<file path="src/rtl/axi_lite_sram_if.sv">
// AXI4-Lite bus bundle between an AXI master and the SRAM bridge.
// Ports (signals):
//   AW: awaddr, awprot, awvalid / awready
//   W : wdata, wstrb, wvalid / wready
//   B : bresp, bvalid / bready
//   AR: araddr, arprot, arvalid / arready
//   R : rdata, rresp, rvalid / rready
// Modports: master (drives requests), slave (drives responses).
interface axi_lite_sram_if #(
  parameter int ADDR_WIDTH = 32,
  parameter int DATA_WIDTH = 32
);
  logic [ADDR_WIDTH-1:0]   awaddr;
  logic [2:0]              awprot;
  logic                    awvalid;
  logic                    awready;
  logic [DATA_WIDTH-1:0]   wdata;
  logic [DATA_WIDTH/8-1:0] wstrb;
  logic                    wvalid;
  logic                    wready;
  logic [1:0]              bresp;
  logic                    bvalid;
  logic                    bready;
  logic [ADDR_WIDTH-1:0]   araddr;
  logic [2:0]              arprot;
  logic                    arvalid;
  logic                    arready;
  logic [DATA_WIDTH-1:0]   rdata;
  logic [1:0]              rresp;
  logic                    rvalid;
  logic                    rready;

  modport master (
    output awaddr, awprot, awvalid, input awready,
    output wdata, wstrb, wvalid, input wready,
    input bresp, bvalid, output bready,
    output araddr, arprot, arvalid, input arready,
    input rdata, rresp, rvalid, output rready
  );

  modport slave (
    input awaddr, awprot, awvalid, output awready,
    input wdata, wstrb, wvalid, output wready,
    output bresp, bvalid, input bready,
    input araddr, arprot, arvalid, output arready,
    output rdata, rresp, rvalid, input rready
  );
endinterface

</file>
<file path="src/rtl/axi_lite_sram_bridge.sv">
// AXI4-Lite slave to single-port synchronous SRAM bridge (1-cycle read latency).
// One transaction at a time; a pending write wins over a simultaneous read.
// Ports:
//   clk, rst      clock, synchronous active-high reset
//   axi           AXI4-Lite slave side (axi_lite_sram_if.slave)
//   mem_en/mem_we SRAM enable / write enable
//   mem_wstrb     SRAM byte write strobes
//   mem_addr      SRAM word address
//   mem_din       SRAM write data
//   mem_dout      SRAM read data (valid the cycle after mem_en)
// Build option: define AXI_SRAM_RANGE_CHECK_EN to answer SLVERR (without
// touching the SRAM) for addresses outside the SRAM inside the window.
// Without it the upper address bits alias and responses are always OKAY.
//
// state   | meaning
// IDLE    | accept AW/W independently, or AR when no write is pending
// WR_MEM  | one-cycle SRAM write
// WR_RESP | hold B response until bready
// RD_MEM  | SRAM read issued
// RD_CAP  | capture mem_dout into rdata
// RD_RESP | hold R response until rready
module axi_lite_sram_bridge #(
  parameter int ADDR_WIDTH     = 32,
  parameter int DATA_WIDTH     = 32,
  parameter int MEM_ADDR_WIDTH = 8,
  parameter int WINDOW_BITS    = 12
) (
  input  logic                      clk,
  input  logic                      rst,
  axi_lite_sram_if.slave            axi,
  output logic                      mem_en,
  output logic                      mem_we,
  output logic [DATA_WIDTH/8-1:0]   mem_wstrb,
  output logic [MEM_ADDR_WIDTH-1:0] mem_addr,
  output logic [DATA_WIDTH-1:0]     mem_din,
  input  logic [DATA_WIDTH-1:0]     mem_dout
);

  typedef enum logic [2:0] {IDLE, WR_MEM, WR_RESP, RD_MEM, RD_CAP, RD_RESP} state_t;

  localparam logic [1:0] RESP_OKAY   = 2'b00;
  localparam logic [1:0] RESP_SLVERR = 2'b10;

  state_t                  state, state_d;
  logic                    aw_held, w_held;
  logic [ADDR_WIDTH-1:0]   awaddr_q, araddr_q;
  logic [DATA_WIDTH-1:0]   wdata_q, rdata_q;
  logic [DATA_WIDTH/8-1:0] wstrb_q;
  logic                    aw_hs, w_hs, ar_hs;
  logic                    wr_oor, rd_oor;

`ifdef AXI_SRAM_RANGE_CHECK_EN
  assign wr_oor = |awaddr_q[WINDOW_BITS-1:MEM_ADDR_WIDTH+2];
  assign rd_oor = |araddr_q[WINDOW_BITS-1:MEM_ADDR_WIDTH+2];
`else
  assign wr_oor = 1'b0;
  assign rd_oor = 1'b0;
`endif

  // prot and the address bits outside the word index carry no meaning here
  logic unused_bits;
  assign unused_bits = ^{axi.awprot, axi.arprot, awaddr_q, araddr_q};

  assign axi.rdata = rdata_q;

  always_comb begin
    state_d     = state;
    axi.awready = 1'b0;
    axi.wready  = 1'b0;
    axi.arready = 1'b0;
    axi.bvalid  = 1'b0;
    axi.bresp   = RESP_OKAY;
    axi.rvalid  = 1'b0;
    axi.rresp   = RESP_OKAY;
    mem_en      = 1'b0;
    mem_we      = 1'b0;
    mem_wstrb   = '0;
    mem_addr    = '0;
    mem_din     = '0;
    case (state)
      IDLE: begin
        if (!rst) begin
          axi.awready = !aw_held;
          axi.wready  = !w_held;
          // any write activity blocks reads, so writes win ties
          axi.arready = !aw_held && !w_held && !axi.awvalid && !axi.wvalid;
        end
        if ((aw_held || aw_hs) && (w_held || w_hs)) state_d = WR_MEM;
        else if (ar_hs)                            state_d = RD_MEM;
      end
      WR_MEM: begin
        mem_en    = !wr_oor;
        mem_we    = !wr_oor;
        mem_addr  = awaddr_q[MEM_ADDR_WIDTH+1:2];
        mem_wstrb = wstrb_q;
        mem_din   = wdata_q;
        state_d   = WR_RESP;
      end
      WR_RESP: begin
        axi.bvalid = 1'b1;
        axi.bresp  = wr_oor ? RESP_SLVERR : RESP_OKAY;
        if (axi.bready) state_d = IDLE;
      end
      RD_MEM: begin
        mem_en   = !rd_oor;
        mem_addr = araddr_q[MEM_ADDR_WIDTH+1:2];
        state_d  = RD_CAP;
      end
      RD_CAP: state_d = RD_RESP;
      RD_RESP: begin
        axi.rvalid = 1'b1;
        axi.rresp  = rd_oor ? RESP_SLVERR : RESP_OKAY;
        if (axi.rready) state_d = IDLE;
      end
      default: state_d = IDLE;
    endcase
  end

  assign aw_hs = axi.awvalid && axi.awready;
  assign w_hs  = axi.wvalid && axi.wready;
  assign ar_hs = axi.arvalid && axi.arready;

  always_ff @(posedge clk) begin
    if (rst) begin
      state   <= IDLE;
      aw_held <= 1'b0;
      w_held  <= 1'b0;
      rdata_q <= '0;
    end else begin
      state <= state_d;
      if (aw_hs) begin
        awaddr_q <= axi.awaddr;
        aw_held  <= 1'b1;
      end
      if (w_hs) begin
        wdata_q <= axi.wdata;
        wstrb_q <= axi.wstrb;
        w_held  <= 1'b1;
      end
      if (ar_hs) araddr_q <= axi.araddr;
      if (state == RD_CAP) rdata_q <= rd_oor ? '0 : mem_dout;
      if (state == WR_RESP && axi.bready) begin
        aw_held <= 1'b0;
        w_held  <= 1'b0;
      end
    end
  end

endmodule

</file>
<file path="src/flat_wrapper.sv">
// flat-port wrapper written by rule: the top's interface ports become plain ports
module axi_lite_sram_bridge_flat 
#(
  parameter int ADDR_WIDTH     = 32,
  parameter int DATA_WIDTH     = 32,
  parameter int MEM_ADDR_WIDTH = 8,
  parameter int WINDOW_BITS    = 12
)
  (clk, rst, mem_en, mem_we, mem_wstrb, mem_addr, mem_din, mem_dout, axi_awaddr, axi_awprot, axi_awvalid, axi_awready, axi_wdata, axi_wstrb, axi_wvalid, axi_wready, axi_bresp, axi_bvalid, axi_bready, axi_araddr, axi_arprot, axi_arvalid, axi_arready, axi_rdata, axi_rresp, axi_rvalid, axi_rready);
  axi_lite_sram_if #(.ADDR_WIDTH(ADDR_WIDTH), .DATA_WIDTH(DATA_WIDTH)) axi_i ();
  input  logic clk;
  input  logic rst;
  output logic mem_en;
  output logic mem_we;
  output logic [DATA_WIDTH/8-1:0] mem_wstrb;
  output logic [MEM_ADDR_WIDTH-1:0] mem_addr;
  output logic [DATA_WIDTH-1:0] mem_din;
  input  logic [DATA_WIDTH-1:0] mem_dout;
  input wire logic [$bits(axi_i.awaddr)-1:0] axi_awaddr;
  input wire logic [$bits(axi_i.awprot)-1:0] axi_awprot;
  input wire logic [$bits(axi_i.awvalid)-1:0] axi_awvalid;
  output wire logic [$bits(axi_i.awready)-1:0] axi_awready;
  input wire logic [$bits(axi_i.wdata)-1:0] axi_wdata;
  input wire logic [$bits(axi_i.wstrb)-1:0] axi_wstrb;
  input wire logic [$bits(axi_i.wvalid)-1:0] axi_wvalid;
  output wire logic [$bits(axi_i.wready)-1:0] axi_wready;
  output wire logic [$bits(axi_i.bresp)-1:0] axi_bresp;
  output wire logic [$bits(axi_i.bvalid)-1:0] axi_bvalid;
  input wire logic [$bits(axi_i.bready)-1:0] axi_bready;
  input wire logic [$bits(axi_i.araddr)-1:0] axi_araddr;
  input wire logic [$bits(axi_i.arprot)-1:0] axi_arprot;
  input wire logic [$bits(axi_i.arvalid)-1:0] axi_arvalid;
  output wire logic [$bits(axi_i.arready)-1:0] axi_arready;
  output wire logic [$bits(axi_i.rdata)-1:0] axi_rdata;
  output wire logic [$bits(axi_i.rresp)-1:0] axi_rresp;
  output wire logic [$bits(axi_i.rvalid)-1:0] axi_rvalid;
  input wire logic [$bits(axi_i.rready)-1:0] axi_rready;
  assign axi_i.awaddr = axi_awaddr;
  assign axi_i.awprot = axi_awprot;
  assign axi_i.awvalid = axi_awvalid;
  assign axi_awready = axi_i.awready;
  assign axi_i.wdata = axi_wdata;
  assign axi_i.wstrb = axi_wstrb;
  assign axi_i.wvalid = axi_wvalid;
  assign axi_wready = axi_i.wready;
  assign axi_bresp = axi_i.bresp;
  assign axi_bvalid = axi_i.bvalid;
  assign axi_i.bready = axi_bready;
  assign axi_i.araddr = axi_araddr;
  assign axi_i.arprot = axi_arprot;
  assign axi_i.arvalid = axi_arvalid;
  assign axi_arready = axi_i.arready;
  assign axi_rdata = axi_i.rdata;
  assign axi_rresp = axi_i.rresp;
  assign axi_rvalid = axi_i.rvalid;
  assign axi_i.rready = axi_rready;
  axi_lite_sram_bridge #(.ADDR_WIDTH(ADDR_WIDTH), .DATA_WIDTH(DATA_WIDTH), .MEM_ADDR_WIDTH(MEM_ADDR_WIDTH), .WINDOW_BITS(WINDOW_BITS)) u_core (.clk(clk), .rst(rst), .axi(axi_i), .mem_en(mem_en), .mem_we(mem_we), .mem_wstrb(mem_wstrb), .mem_addr(mem_addr), .mem_din(mem_din), .mem_dout(mem_dout));
endmodule
</file>
<file path="config.mk">
export PLATFORM = sky130hd
export DESIGN_NAME = axi_lite_sram_bridge_flat
export DESIGN_NICKNAME = d
export VERILOG_FILES = /design/src/rtl/axi_lite_sram_if.sv /design/src/rtl/axi_lite_sram_bridge.sv /design/src/flat_wrapper.sv
export SDC_FILE = /design/constraint.sdc
export NUM_CORES = 1
export LEC_CHECK = 0
export CORE_MARGIN = 5
export CORE_UTILIZATION = 25
export DETAILED_ROUTE_END_ITERATION = 8
export HOLD_SLACK_MARGIN = 0.08
export PLACE_DENSITY_LB_ADDON = 0.3
export RECOVER_POWER = 50
export SYNTH_ARGS = -nofsm -noshare
export SYNTH_HDL_FRONTEND = slang
export SYNTH_SLANG_ARGS = --single-unit
</file>
<file path="constraint.sdc">
create_clock -name clk -period 6.4 [get_ports clk]
set_input_delay 0.96 -clock clk [delete_from_list [all_inputs] [get_ports clk]]
set_output_delay 0.96 -clock clk [all_outputs]
set_load 0.01 [all_outputs]
</file>
==> results.py <==
metrics = {
    "status": {
        "status": "finished with violations",
        "failed_checks": "max-capacitance violations, max-slew violations",
    },
    "synthesis": {
        "yosysTopAreaCellShare": 0.456,
        "avgSynthCellArea_sq_um": 11.4,
        "netlist_area_sq_um": 3430,
        "synth_edf_count": 52,
        "yosysSeqAreaShare": 0.672,
        "synth-seq-cells": 89,
        "synth_area_leaders": "edfxtp_1 46%, dfxtp_1 22%, nand2_1 7.1%",
        "async_reset_ff_frac": 0,
        "yosysWarningCount": 0,
        "yosys.area.top_type": "edfxtp_1",
        "syn_inst": 301,
        "synth_ff_type": "edfxtp_1",
        "netlist-cell-type-count": 31,
    },
    "place": {
        "numPortBuffers": 173,
        "dp_hpwl_um": 6760,
        "dp.cells": 629,
        "placedInstanceArea_sq_um": 5280,
        "place_congestion": 0.717,
    },
    "floorplan": {
        "fp.dieW_um": 127,
        "initial_utilization": 0.257,
        "num_rows": 42,
        "fp.dieH_um": 127,
        "die-area_sq_um": 16100,
        "coreArea_sq_um": 13300,
        "io_pins": 232,
    },
    "timing": {
        "finalSetupViolations": 0,
        "final_max_slew_viol_count": 41,
        "skew_ns": 0.00521,
        "hold_viol_final": 0,
        "worst_pin_slew_ns": 1.95,
        "min_period_ns": 4.66,
        "fin_crit_sh": 0.727,
        "fmax_ghz": 0.215,
        "grt_setup_unrepaired": "no",
        "finalSetupTns_ns": 0,
        "relSlewSlack": -0.301,
    },
    "clock_tree": {
        "cts.reportedPaths.clkPinSlew_ns": 0.06,
        "clockRootBuffer": "clkbuf_16",
        "postCtsSetupRepairBufs": 0,
        "cts_tree": "done",
        "h-tree-depth": 3,
        "hold_buffers": 0,
        "cts_resized": 0,
        "cts_made_buffers": 9,
        "cts_sinks": 89,
        "clk_latency_ns": 0.34,
        "cts_buffer_depth": 2,
    },
    "detailed_routing": {
        "dr.pass1.iters": 4,
        "drt_iter0_drc": 121,
        "drt-vias-per-instance": 4.29,
        "vias": 2764,
        "wl_um": 9460,
        "ant_nets": 0,
        "wire_per_inst_um": 14.7,
        "route.detailed.drc": 0,
    },
    "worst_setup_path": {
        "cp.arrival_ns": 3.70,
        "cp-start-kind": "input pin",
        "end_kind": "output port",
        "cp_common_cell": "nor2_1",
        "crit_type": "input pin to output port",
        "required_ns": 5.44,
        "cpPeakStageDelay_ns": 1.39,
        "critPathMaxFanout": 40,
        "crit_chain": "dlygate4sd3_1 > clkbuf_1 > nor2_1 > nand2_1 > nor2_1 > clkdlybuf4s50_1",
        "crit_slowest_cell": "clkbuf_1",
    },
    "finish": {
        "syn2layout_area_growth_pct": 62.5,
        "fillers": 1296,
        "fin_area_sq_um": 5570,
        "nets": 609,
        "drive_gt1_frac": 0.0576,
        "finalNonFillerCells": 645,
        "antenna_cells": 0,
    },
    "min_path": {
        "worstHoldPathType": "register to register",
    },
    "power_and_ir_drop": {
        "ir_drop_mv": 0.105,
        "leakagePower_nw": 2.11,
        "powerDensity_nw_per_um2": 307,
    },
    "grt": {
        "grt.overflow.total": 0,
        "antenna_found_initial": 0,
        "grt_usage": 0.116,
        "grt_max_degree": 41,
        "grt_pass1_wl_um": 14500,
        "grt_pass1_vias": 2760,
    },
    "flow_run": {
        "cap_violations": 1,
    },
}
## metal layers
metal  vias up  routed length, um  global-route usage
li1       1364                  -                   -
met1      1278               3950               0.137
met2       113               4410               0.182
met3         9                986              0.0618
met4         0                110              0.0360
met5         -                  0                   0
## flip-flops by register name, indices dropped and copies added, names as in the netlist
name	flops
u_core.awaddr_q	8
u_core.aw_held	1
u_core.wdata_q	32
u_core.araddr_q	8
u_core.axi.rdata	32
u_core.wstrb_q	4
u_core.w_held	1
u_core.state	3
## area by class of cell
cell class | count | area, sq um | area share
tap | 176 | 220 | 0.0395
clock buffer | 9 | 225 | 0.0404
inverter | 3 | 16.3 | 0.00292
timing repair buffer | 176 | 1750 | 0.314
sequential | 89 | 2300 | 0.413
clock inverter | 7 | 70.1 | 0.0126
multi-input combinational | 185 | 986 | 0.177
## cells by family after synthesis
| logic type | share of synthesized area |
|---|---|
| multiplexers | 0.0234 |
| other | 0.00109 |
| buffers and inverters | 0.0456 |
| AO/OA/AOI/OAI | 0.0778 |
| AND/OR/NAND/NOR | 0.180 |
| flip-flops | 0.672 |
## cell usage in the layout, fill, tap and decap left out, types with 4 or more instances in the layout
cell / n
a21oi_1: 35
and3_1: 37
clkbuf_16: 9
clkdlybuf4s50_1: 89
conb_1: 4
dfxtp_1: 37
dlygate4sd3_1: 84
edfxtp_1: 52
mux2i_1: 8
nand2_1: 65
nor2_1: 16
## critical path, delay by kind of cell
family / cells / cell delay (ns)
buf+inv: 3 / 2.40
simple gates: 3 / 0.32
## power by group
| group | internal (mW) | total [mW] | switching (mW) |
|---|---|---|---|
| Clock | 0.302 | 0.523 | 0.221 |
| Combinational | 0.248 | 0.472 | 0.224 |
| Sequential | 0.671 | 0.713 | 0.0422 |
## worst paths after layout
kind | endpoint | startpoint | slack [ns] | cells past startpoint
worst min-delay path | u_core.axi.rdata[29] | u_core.axi.rdata[29] | 0.45 | 2
worst min register to register | u_core.axi.rdata[29] | u_core.axi.rdata[29] | 0.45 | 2
worst max-delay path | axi_wready | rst | 1.74 | 6
worst max register to register | u_core.araddr_q[7] | u_core.state[1] | 4.11 | 3
## through the flow
step                      setup slack [ns]  power (mW)  hold WS (ns)  utilization
after global placement                2.83        1.21         0.442        0.395
after floorplan                       3.74       0.962         0.481            -
after global routing                  1.50        1.80         0.469        0.417
final                                 1.74        1.71         0.449        0.417
after detailed placement              2.82        1.22         0.447        0.395
after CTS                             2.76        1.75         0.457        0.418
## synthesized netlist by cell type, drive strengths merged (2+ instances only)
library cell,count
inv,3
clkbuf,17
a21oi,35
dfxtp,37
nand2,65
mux2i,8
and2,2
buf,10
nand2b,2
nor3,2
a211oi,3
and3,37
nor2,17
edfxtp,52
No activity file was read; power rests on OpenSTA's default activity.
